==> src/rtl/weather_feature_extractor.sv <==
// Aggregates one window of raw weather samples into four 4-bit classifier features.
// Latency 1 cycle after the closing sample; result held under valid/ready, sticky overrun on drop.
module weather_feature_extractor #(
    parameter int SAMPLES_PER_DAY = 24,
    parameter int TEMP_LO         = -20,
    parameter int TEMP_SHIFT      = 2,
    parameter int PRECIP_SHIFT    = 3,
    parameter int WIND_SHIFT      = 3
) (
    input  logic              clk,
    input  logic              rst,
    input  logic              sample_valid,
    input  logic signed [7:0] sample_temp,
    input  logic        [7:0] sample_precip,
    input  logic        [7:0] sample_wind,
    output logic              feat_valid,
    input  logic              feat_ready,
    output logic        [3:0] feat_temp_max,
    output logic        [3:0] feat_temp_min,
    output logic        [3:0] feat_precipitation,
    output logic        [3:0] feat_wind,
    output logic              overrun
);

    typedef enum logic {IDLE, ACCUM} state_t;

    localparam logic        [7:0] LAST_IDX   = 8'(SAMPLES_PER_DAY - 1);
    localparam logic signed [9:0] TEMP_LO_10 = 10'(TEMP_LO);

    state_t            state_q, state_d;
    logic        [7:0] cnt_q;
    logic signed [7:0] tmax_q, tmin_q, tmax_n, tmin_n;
    logic       [15:0] psum_q, psum_n;
    logic        [7:0] wpeak_q, wpeak_n;
    logic       [16:0] psum_wide;
    logic              close, load;

    function automatic logic [3:0] quant_temp(input logic signed [7:0] t);
        logic signed [9:0] d;
        logic signed [9:0] q;
        d = $signed({{2{t[7]}}, t}) - TEMP_LO_10;
        q = d >>> TEMP_SHIFT;
        if (d < 0)
            return 4'd0;
        else if (q > 10'sd15)
            return 4'd15;
        else
            return q[3:0];
    endfunction

    function automatic logic [3:0] quant_u16(input logic [15:0] v, input int sh);
        logic [15:0] q;
        q = v >> sh;
        return (q > 16'd15) ? 4'd15 : q[3:0];
    endfunction

    assign close = sample_valid && (cnt_q == LAST_IDX);
    // A closing window only reaches the output if the held result is gone by this edge.
    assign load  = close && (!feat_valid || feat_ready);

    always_ff @(posedge clk or posedge rst) begin
        if (rst)
            state_q <= IDLE;
        else
            state_q <= state_d;
    end

    always_comb begin
        state_d   = state_q;
        tmax_n    = tmax_q;
        tmin_n    = tmin_q;
        psum_n    = psum_q;
        wpeak_n   = wpeak_q;
        psum_wide = {1'b0, psum_q} + {9'd0, sample_precip};
        if (sample_valid) begin
            if (state_q == IDLE) begin
                tmax_n  = sample_temp;
                tmin_n  = sample_temp;
                psum_n  = {8'd0, sample_precip};
                wpeak_n = sample_wind;
            end else begin
                tmax_n  = (sample_temp > tmax_q) ? sample_temp : tmax_q;
                tmin_n  = (sample_temp < tmin_q) ? sample_temp : tmin_q;
                psum_n  = psum_wide[16] ? 16'hFFFF : psum_wide[15:0];
                wpeak_n = (sample_wind > wpeak_q) ? sample_wind : wpeak_q;
            end
            state_d = close ? IDLE : ACCUM;
        end
    end

    always_ff @(posedge clk or posedge rst) begin
        if (rst) begin
            cnt_q   <= 8'd0;
            tmax_q  <= 8'sd0;
            tmin_q  <= 8'sd0;
            psum_q  <= 16'd0;
            wpeak_q <= 8'd0;
        end else if (sample_valid) begin
            if (close) begin
                cnt_q   <= 8'd0;
                tmax_q  <= 8'sd0;
                tmin_q  <= 8'sd0;
                psum_q  <= 16'd0;
                wpeak_q <= 8'd0;
            end else begin
                cnt_q   <= cnt_q + 8'd1;
                tmax_q  <= tmax_n;
                tmin_q  <= tmin_n;
                psum_q  <= psum_n;
                wpeak_q <= wpeak_n;
            end
        end
    end

    always_ff @(posedge clk or posedge rst) begin
        if (rst) begin
            feat_valid         <= 1'b0;
            feat_temp_max      <= 4'd0;
            feat_temp_min      <= 4'd0;
            feat_precipitation <= 4'd0;
            feat_wind          <= 4'd0;
            overrun            <= 1'b0;
        end else begin
            if (load) begin
                feat_valid         <= 1'b1;
                feat_temp_max      <= quant_temp(tmax_n);
                feat_temp_min      <= quant_temp(tmin_n);
                feat_precipitation <= quant_u16(psum_n, PRECIP_SHIFT);
                feat_wind          <= quant_u16({8'd0, wpeak_n}, WIND_SHIFT);
            end else if (feat_valid && feat_ready) begin
                feat_valid <= 1'b0;
            end
            if (close && feat_valid && !feat_ready)
                overrun <= 1'b1;
        end
    end

endmodule

==> config.mk <==
export PLATFORM = sky130hd
export DESIGN_NAME = weather_feature_extractor
export DESIGN_NICKNAME = d
export VERILOG_FILES = /design/src/rtl/weather_feature_extractor.sv
export SDC_FILE = /design/constraint.sdc
export NUM_CORES = 1
export LEC_CHECK = 0
export CORE_MARGIN = 4
export CORE_UTILIZATION = 55
export CTS_BUF_LIST = sky130_fd_sc_hd__clkbuf_4 sky130_fd_sc_hd__clkbuf_8 sky130_fd_sc_hd__clkbuf_16
export DETAILED_ROUTE_END_ITERATION = 7
export PLACE_DENSITY = 0.78
export SETUP_SLACK_MARGIN = 0.4
export SLEW_MARGIN = 20
export SYNTH_ARGS = -nofsm -noshare
export SYNTH_HDL_FRONTEND = slang
export SYNTH_SLANG_ARGS = --single-unit
==> constraint.sdc <==
create_clock -name clk -period 4.8 [get_ports clk]
set_input_delay 1.44 -clock clk [delete_from_list [all_inputs] [get_ports clk]]
set_output_delay 1.44 -clock clk [all_outputs]
set_load 0.01 [all_outputs]
-- Word level (Yosys, flattened, before mapping)
Cells that the tools add are included.
- add/sub/neg operators: 4
- magnitude comparators: 9
- eq/ne operators: 2
- muxes and demuxes: 26
- reductions and logical operators: 12
- operator list (cell ; count):
    $mux W8 ; 13
    $mux W16 ; 4
    $mux W4 ; 6
    $lt A9 B1 Y1 const B ; 2
    $sub A8 B6 Y9 const B ; 2
    $add A16 B8 Y17 ; 1
    $gt A8 B8 Y1 ; 2
    $gt A7 B5 Y1 const B ; 2
    $gt A13 B4 Y1 const B ; 1
    $add A8 B1 Y8 const B ; 1
    $eq A8 B5 Y1 const B ; 1
    $lt A8 B8 Y1 ; 1
    $gt A5 B4 Y1 const B ; 1
    $logic_and A1 B1 Y1 ; 5
    $reduce_bool A2 Y1 ; 2
    $mux W1 ; 3
    $ne A3 B1 Y1 const B ; 1
    $reduce_and A3 Y1 ; 1
    $logic_not A1 Y1 ; 2
    $reduce_and A2 Y1 ; 1
    $logic_or A1 B1 Y1 ; 1
- flip-flop bits (word level): 67
- input port bits: 28
- output and inout bits: 18

-- Depth between registers and ports, before layout
Gate-level depths: netlist of the first run.
- depth after elaboration: 8
- mapped depth: 15
- gate-level depth less buffers: 14

-- Worst setup path after synthesis of the first run
Ideal clock, no wire load.
- kind: input port to flip-flop
- from: in sample_temp[5]
- to: reg feat_temp_min[0]
- library setup time: 0.143 ns
- data arrival time: 4.053 ns
- data required time: 4.657 ns
- path slack: 0.604 ns
- cell stages on the path: 13
- path through: ha_1 -> and3_1 -> o21ai_0 -> a41oi_1 -> a21oi_2 -> buf_4 -> nor2_1 -> a21o_1 -> ha_1 -> or3_1 -> a31o_2 -> o2111ai_1 -> o211ai_1
- longest elaborated chain between the ends: 8
- elaborated cells between the ends (all ways): 9
- classes of those cells: add/sub: 1; order compare: 3; mux: 5
- RTL lines (what ; line ; text):
    from (decl) ; 13 ; input logic signed [7:0] sample_temp,
    $lt A8 B8 Y1 ; 83 ; tmin_n = (sample_temp < tmin_q) ? sample_temp : tmin_q;
    $mux W8 ; 83 ;
    $mux W8 (*) ; 76 ; if (state_q == IDLE) begin
    $mux W8 (*) ; 75 ; if (sample_valid) begin
    $sub A8 B6 Y9 (*) ; 41 ; d = $signed({{2{t[7]}}, t}) - TEMP_LO_10;
    $gt A7 B5 Y1 ; 45 ; else if (q > 10'sd15)
    $mux W4 ; 45 ;
    $mux W4 (*) ; 43 ; if (d < 0)
    to (signal assigned) ; 127 ; feat_temp_min <= quant_temp(tmin_n);
    to (decl) ; 19 ; output logic [3:0] feat_temp_min,
Every way passes the cells marked *; elsewhere a longest branch is shown, timed or not.
A chain may end at the register's enable or synchronous reset.

-- Worst setup path in the final report of the first run
- from: in sample_precip[0]
- to: reg feat_precipitation[3]
- longest elaborated chain between the ends: 6
- RTL lines (what ; line ; text):
    from (decl) ; 14 ; input logic [7:0] sample_precip,
    $add A16 B8 Y17 (*) ; 74 ; psum_wide = {1'b0, psum_q} + {9'd0, sample_precip};
    $mux W16 (*) ; 84 ; psum_n = psum_wide[16] ? 16'hFFFF : psum_wide[15:0];
    $mux W16 (*) ; 76 ;
    $mux W16 (*) ; 75 ;
    $gt A13 B4 Y1 ; 54 ; return (q > 16'd15) ? 4'd15 : q[3:0];
    $mux W4 (*) ; 54 ;
    to (signal assigned) ; 128 ; feat_precipitation <= quant_u16(psum_n, PRECIP_SHIFT);
    to (decl) ; 20 ; output logic [3:0] feat_precipitation,
Every way passes the cells marked *; elsewhere a longest branch is shown, timed or not. The select of a mux whose other input is x is not followed.

==> key figures, run 1 <==
Floorplan
  • FP Rows: 32
  • Total die area: about 9500 um^2
  • Initial Util: ~57%
  • Io pins: 46
  • Die W: approximately 100 um
  • DIE HEIGHT: approximately 97 um
  • Core ar.: 7770 um^2

Critical path
  • CP arrival: roughly 4.4 ns
  • Critical path fanouts, max: 5
  • Worst R2R Start: tmin_q[7]
  • Worst Setup SP: sample_precip[0]
  • Worst Path Required: approximately 5.0 ns
  • Worst r2r dst: feat_temp_min[2]
  • Slowest cell on crit path: clkdlybuf4s50_1
  • Critical path endpoint category: register
  • Reg2reg setup slack: 1.81 ns
  • Critical-path cell list: clkdlybuf4s50_1, ha_1, inv_1, fa_1, nor2b_1, o31a_1, o21ai_1, a311oi_1, o21bai_1, a311oi_1, nand4_1, o22a_1
  • Crit Path Class: input port to register
  • Cell count of the worst reg-to-reg path: 13
  • Delay of the slowest critical-path stage: 0.48 ns
  • CP dominant cell by count: a311oi_1
  • Startpoint Class: input port
  • Worst Setup EP: feat_precipitation[3]

Synth
  • Synthesized area per cell: ~9.0 um^2
  • Distinct cells, synth: 62
  • Primary FF master, synth: dfrtp_1
  • EDFF count, synth: 0
  • Share of the synthesized area in the top cell type: 38.1%
  • Ranking of synthesized cells by area: dfrtp_1, ha_1, nor2_1, nand2_1, a21oi_1
  • Yosys warnings: 0
  • Mapped Cells: around 500
  • Mapped cell area: approximately 4400 um^2
  • Sequential share of the synthesized area: around two fifths
  • Synth cell count leaders: dfrtp_1, nor2_1, nand2_1, inv_1, ha_1
  • Synth async-reset ratio: 100%
  • Post-Syn Nets: about 550
  • Register bit count reported by yosys: 67
  • Yosys top cell by area: dfrtp_1
  • Cell with the most instances after synthesis: dfrtp_1

Layout
  • Design Area, Final: 5250 um^2
  • Footprint of the multi-input gates: between 2000 and 3000 um^2
  • Layout cells sized above 1: just over 9%
  • Area grow syn2layout: 19.4%
  • Fill cell count: between 500 and 600
  • Layout Nets: between 600 and 700
  • Layout Utilization: between 60% and 70%
  • Final Non-Filler Cells: approximately 650
  • Antenna diodes: 0
  • Reg area: approximately 1700 um^2

Hold path
  • Worst hold path type: register to register

Timing
  • Slew headroom: 38.7%
  • Final Max Tran Viols: 0
  • Final hold vios: 0
  • Final Cycle Share: slightly below 90%
  • Worst Tran Pin Value: slightly above 0.9 ns
  • Post-layout minimum cycle time: ~4.2 ns
  • Setup TNS: 0 ns
  • Number of setup violations in the final report: 0
  • RSZ-0062 raised after global routing: no
  • Fmax: 0.240 GHz
  • Setup Skew: between 0.008 and 0.009 ns

Pwr
  • Switching portion of total power: 40.4%
  • Psw: approximately 1.1 mW
  • Sequential Power Share: 32.9%
  • Int Pwr: 1.64 mW
  • Worst vdd ir: 0.305 mV
  • Clock share of power: 17.4%
  • Logic pwr share: between 40% and 50%
  • P per Cell Area: 525 nW/um^2
  • Leak: 2.40 nW

Global route
  • GRT Residual Overflow: 0
  • Pin count of the biggest net entering global routing: 45
  • Total GRT Usage: approximately a quarter
  • Vias in the first global route: slightly below 4k
  • Initial antenna violation count: 0
  • First-pass GRT wire length: around 18000 um

Clocking
  • Sink Count: 67
  • Worst-Skew Late Latency: roughly 0.34 ns
  • CTS root buffer: clkbuf_8
  • CTS Buf Count: 9
  • Worst-path clk slew: about 0.070 ns
  • CTS HTree Levels: 3
  • CTS tree: built
  • Hold buffer count at cts: 0
  • Clk buf depth: 2

Job
  • Max cap viols: 0

Detailed routing
  • Routed len/inst: 16.5 um
  • Vias/cell: around 5.9
  • Post-route DRC: 0
  • Post-route ant nets: 0
  • DRT iter0 DRCs: 228
  • Drt total wl: ~11000 um
  • TritonRoute pass-1 iters: 4
  • Via count: 3849

Placed design
  • Port bufs: 45
  • Placed cells: roughly 640
  • Cell area after placement: 5020 um^2
  • Final HPWL from detailed placement: between 7000 and 8000 um
  • RePlAce Congestion: between 0.9 and 1

Run status
  • Status: finished, final reports clean
## critical path: cells and delay by family
| family | cells | cell delay [ns] |
|---|---|---|
| compound gates | 6 | 1.39 |
| fa+ha+maj | 2 | 0.61 |
| buf+inv | 2 | 0.55 |
| simple gates | 2 | 0.40 |
## layout make-up
class | instances | area share (%)
clock buffers | 13 | 3.17
clock inverters | 2 | 0.667
inverters | 38 | 2.72
multi-input cells | 370 | 48.1
flip-flops and latches | 67 | 31.9
well taps | 102 | 2.43
repair buffers | 61 | 11.0
## worst min path at each step
| stage | startpoint | end | slack (ns) | depth (start not counted) |
|---|---|---|---|---|
| floorplan | psum_q[2] | psum_q[2] | 0.45 | 2 |
| global placement | overrun | overrun | 0.45 | 1 |
| detailed placement | overrun | overrun | 0.46 | 1 |
| CTS | overrun | overrun | 0.48 | 1 |
| global route | overrun | overrun | 0.52 | 1 |
| finish | overrun | overrun | 0.48 | 1 |
## flip-flops by register name (all words and copies together), names as in the netlist, 4 cells and up
register,cells
feat_wind,4
feat_temp_min,4
feat_temp_max,4
tmin_q,8
feat_precipitation,4
psum_q,16
cnt_q,8
wpeak_q,8
tmax_q,8
## repair_timing
action	CTS	global route
setup buffers	0	1
endpoints found under the hold margin	0	0
gates resized for setup	0	6
endpoints found under the setup margin	0	12
## cells in the final DEF, fill, tap and decap left out, drive strengths merged, types with 3 or more instances in the layout
cell           count
buf               16
o21a               6
mux2i             14
a211oi             9
inv               38
nor2b              8
clkbuf            13
o22a               4
a21oi             32
a22o              10
xnor2             13
ha                34
nor2              62
nor3               9
xor2               6
clkdlybuf4s50     43
o2111ai            3
or3                3
o21ai             24
nand2b            10
dfrtp             67
nand2             43
nand4              7
o31ai              3
a31oi              5
a21o               6
nand3             14
o2bb2ai            4
o211ai             5
## power by group through the flow
| stage | logic [mW] | clock network (mW) | registers, mW |
|---|---|---|---|
| after floorplan | 1.09 | 0 | 0.852 |
| after global placement | 1.29 | 0 | 0.893 |
| after detailed placement | 1.34 | 0 | 0.905 |
| after CTS | 1.35 | 0.488 | 0.897 |
| after global routing | 1.56 | 0.505 | 0.923 |
| final | 1.37 | 0.481 | 0.906 |
## routing by layer
metal | vias up | share of wire [%] | track usage [%]
met5 | - | 0 | 0
met4 | 0 | 1.7 | 8.95
met3 | 18 | 4.7 | 4.16
met2 | 76 | 49 | 39.2
met1 | 1878 | 45 | 30.8
li1 | 1877 | - | -
## cells by family (layout without fill, tap and decap cells)
family	after synthesis	after routing	share of synthesized area, %
XOR/XNOR	19	19	3.79
adder cells (fa/ha/maj)	35	35	10.1
buffers and inverters	53	114	4.70
AO/OA/AOI/OAI	135	135	22.1
AND/OR/NAND/NOR	165	165	17.4
flip-flops	67	67	38.1
multiplexers	16	16	3.70
## per-stage QoR
stage               hold slack (ns)  power (mW)  setup WS [ns]
floorplan                     0.450        1.94          0.604
global placement              0.448        2.18          0.228
detailed placement            0.464        2.24          0.159
CTS                           0.479        2.74          0.516
global route                  0.518        2.99          0.413
finish                        0.483        2.76          0.629
Note: power is estimated with default switching activity, not from simulation.
==> inputs of run 2 (changes only) <==
- GPL_ROUTABILITY_DRIVEN: unset -> 0
==> run 2 against run 1 <==
Combinational power is essentially flat. Global-route usage grew 0.19 points. Final area is essentially flat. Cell count grew 0.31%. Critical path type unchanged. Critical endpoint is now feat_temp_max[3]. Largest power group unchanged. Highest routed layer unchanged.
==> key figures, run 2 (same netlist as run 1, synthesis figures left out) <==
Layout
  • Fill cell count: 647 (+8.7%)
  • Largest register FFs: 16 (unchanged)
  • Layout Nets: 611 (+0.16%)
  • Antenna diodes: 0 (unchanged)
  • Layout cells sized above 1: 9.40% (+0.15 points)
  • Most frequent cells in the layout: dfrtp_1, nor2_1, nand2_1, clkdlybuf4s50_1, inv_1
  • Area grow syn2layout: 19.4% (about the same)
  • Commonest non-fill, non-tap cell in the layout: dfrtp_1
  • Register with the most flip-flops: psum_q
  • Layout Utilization: 67.5% (about the same)

Run status
  • Status: finished, final reports clean

Clocking
  • Sink Count: 67 (unchanged)
  • CTS tree: built
  • Worst-Skew Late Latency: 0.35 ns (about the same)
  • CTS Buf Count: 9 (unchanged)
  • Hold buffer count at cts: 0 (unchanged)
  • Worst-path clk slew: 0.08 ns (about the same)
  • CTS root buffer: clkbuf_8
  • CTS HTree Levels: 3 (unchanged)
  • Clk buf depth: 2 (unchanged)

Critical path
  • Worst R2R Start: tmin_q[7]
  • CP arrival: 4.43 ns (+0.03 ns)
  • Cell count of the worst reg-to-reg path: 13 (unchanged)
  • Worst Path Required: 5.03 ns (about the same)
  • Reg2reg setup slack: 1.73 ns (-0.08 ns)
  • Critical path fanouts, max: 7 (+2)
  • Worst r2r dst: feat_temp_min[2]
  • Crit Path Class: input port to register
  • Startpoint Class: input port
  • Critical path endpoint category: register

Global route
  • Met2 Use GR: 39.8% (+0.58 points)
  • Total GRT Usage: 23.8% (+0.19 points)
  • Met3 Use GR: 3.02% (-1.1 points)
  • GR Util met1: 31.9% (+1.2 points)
  • Most Crowded Layer GR: met2
  • Initial antenna violation count: 0 (unchanged)
  • GRT Residual Overflow: 0 (unchanged)
  • Pin count of the biggest net entering global routing: 52 (+16%)
  • Vias in the first global route: 3859 (-0.10%)
  • First-pass GRT wire length: 18700 um (+1.1%)

Detailed routing
  • Drt total wl: 11000 um (+1.6%)
  • Routed len/inst: 16.7 um (+1.3%)
  • TritonRoute pass-1 iters: 5 (+1)
  • Post-route ant nets: 0 (unchanged)
  • Via count: 3901 (+1.4%)
  • DRT iter0 DRCs: 187 (-18%)
  • Vias/cell: 5.96 (+1.0%)
  • Post-route DRC: 0 (unchanged)

Timing
  • Worst Tran Pin Value: 0.870 ns (-0.0476 ns)
  • Fmax: 0.238 GHz (-0.66%)
  • Final Max Tran Viols: 0 (unchanged)
  • Slew headroom: 41.9% (+3.2 points)
  • Setup TNS: 0 ns (unchanged)
  • Setup Skew: 0.00821 ns (-0.000482 ns)
  • Number of setup violations in the final report: 0 (unchanged)
  • RSZ-0062 raised after global routing: yes
  • Post-layout minimum cycle time: 4.20 ns (+0.0278 ns)
  • Final hold vios: 0 (unchanged)
  • Final Cycle Share: 87.5% (+0.58 points)

Floorplan
  • Io pins: 46 (unchanged)
  • FP Rows: 32 (unchanged)
  • DIE HEIGHT: 97.4 um (unchanged)
  • Initial Util: 56.6% (unchanged)
  • Die W: 97.4 um (unchanged)
  • Core ar.: 7770 um^2 (unchanged)
  • Total die area: 9490 um^2 (unchanged)

Pwr
  • Leak: 2.39 nW (-0.22%)
  • Sequential Power Share: 32.8% (about the same)
  • Psw: 1.15 mW (+3.0%)
  • Switching portion of total power: 41.8% (+1.3 points)
  • Logic pwr share: 50.3% (+0.6 points)
  • Int Pwr: 1.60 mW (-2.5%)
  • Worst vdd ir: 0.294 mV (-3.7%)
  • Clock share of power: 16.9% (-0.5 points)
  • P per Cell Area: 524 nW/um^2 (-0.24%)

Hold path
  • Hold Path End: overrun
  • Hold Path Cell Cnt: 1 (unchanged)
  • Worst hold path type: register to register
  • Critical hold path startpoint: overrun

Job
  • Max cap viols: 0 (unchanged)

Placed design
  • Port bufs: 45 (unchanged)
  • Final HPWL from detailed placement: 8060 um (+2.1%)
==> run 2: cell count changes in the layout (fill, tap and decap cells not counted), sizes merged <==
cell | before | now
buf | 16 | 17
clkbuf | 13 | 9
clkinv | 1 | 5
clkinvlp | 0 | 2
inv | 38 | 37
==> run 2: critical path, stage by stage <==
cell,delay (ns)
clkdlybuf4s50_1,0.58
ha_1,0.39
nand2_1,0.08
a211o_1,0.31
a221oi_4,0.41
nor2_1,0.10
a21oi_2,0.18
inv_1,0.07
ha_1,0.19
inv_1,0.11
a21oi_1,0.10
a2bb2oi_2,0.20
a211oi_2,0.16
o21ai_1,0.09
==> run 2: power groups by stage <==
| stage | combinational (mW) | sequential [mW] | clock (mW) |
|---|---|---|---|
| floorplan | 1.09 | 0.852 | 0 |
| detailed placement | 1.35 | 0.905 | 0 |
| finish | 1.38 | 0.902 | 0.464 |
| global placement | 1.29 | 0.894 | 0 |
| global route | 1.57 | 0.923 | 0.498 |
| CTS | 1.36 | 0.896 | 0.472 |
==> run 2: cell type report <==
type                            count  area [um^2]  share of cell area (%)
Clock buffer                        9          124                    2.36
Clock inverter                      7         68.8                    1.31
Inverter                           38          144                    2.74
Multi-Input combinational cell    370         2520                    48.1
Sequential cell                    67         1680                    32.0
Tap cell                          102          128                    2.43
Timing Repair Buffer               62          583                    11.1
==> run 2: worst max path at each step <==
stage                   start               end  slack [ns]  depth (start not counted)
4_1_cts        sample_temp[5]  feat_temp_min[2]        0.49                         13
3_5_place_dp   sample_temp[5]  feat_temp_min[2]        0.13                         13
2_1_floorplan  sample_temp[5]  feat_temp_min[0]        0.60                         13
6_report       sample_temp[3]  feat_temp_max[3]        0.60                         14
3_3_place_gp   sample_temp[5]  feat_temp_min[3]        0.27                         13
5_1_grt        sample_temp[7]  feat_temp_min[2]        0.40                         13
==> run 2: timing repair <==
action,in CTS,in global routing
resized for setup,0,5
buffers inserted,0,1
setup endpoints to repair,0,12
==> run 2: per-layer routing <==
layer,vias to the layer above,wire (um)
met5,-,0
met4,0,218
met3,19,492
met2,108,5330
met1,1897,4910
li1,1877,-
==> run 2: stage by stage <==
step | total power [mW] | hold WS [ns] | setup slack [ns] | instance area, um^2 | cells
after CTS | 2.73 | 0.479 | 0.494 | 5220 | 654
after global routing | 2.99 | 0.512 | 0.395 | 5250 | 655
after floorplan | 1.94 | 0.450 | 0.604 | 4400 | 490
after detailed placement | 2.25 | 0.460 | 0.130 | 5030 | 638
final | 2.75 | 0.473 | 0.601 | 5250 | 655
after global placement | 2.19 | 0.445 | 0.266 | 5030 | 638
==> inputs of run 3 (changes only) <==
- CTS_CLUSTER_DIAMETER: unset -> 40
- SKIP_CTS_REPAIR_TIMING: unset -> 1
==> results of run 3 <==
No change in the layout: final DEF, timing and power equal those of run 2.
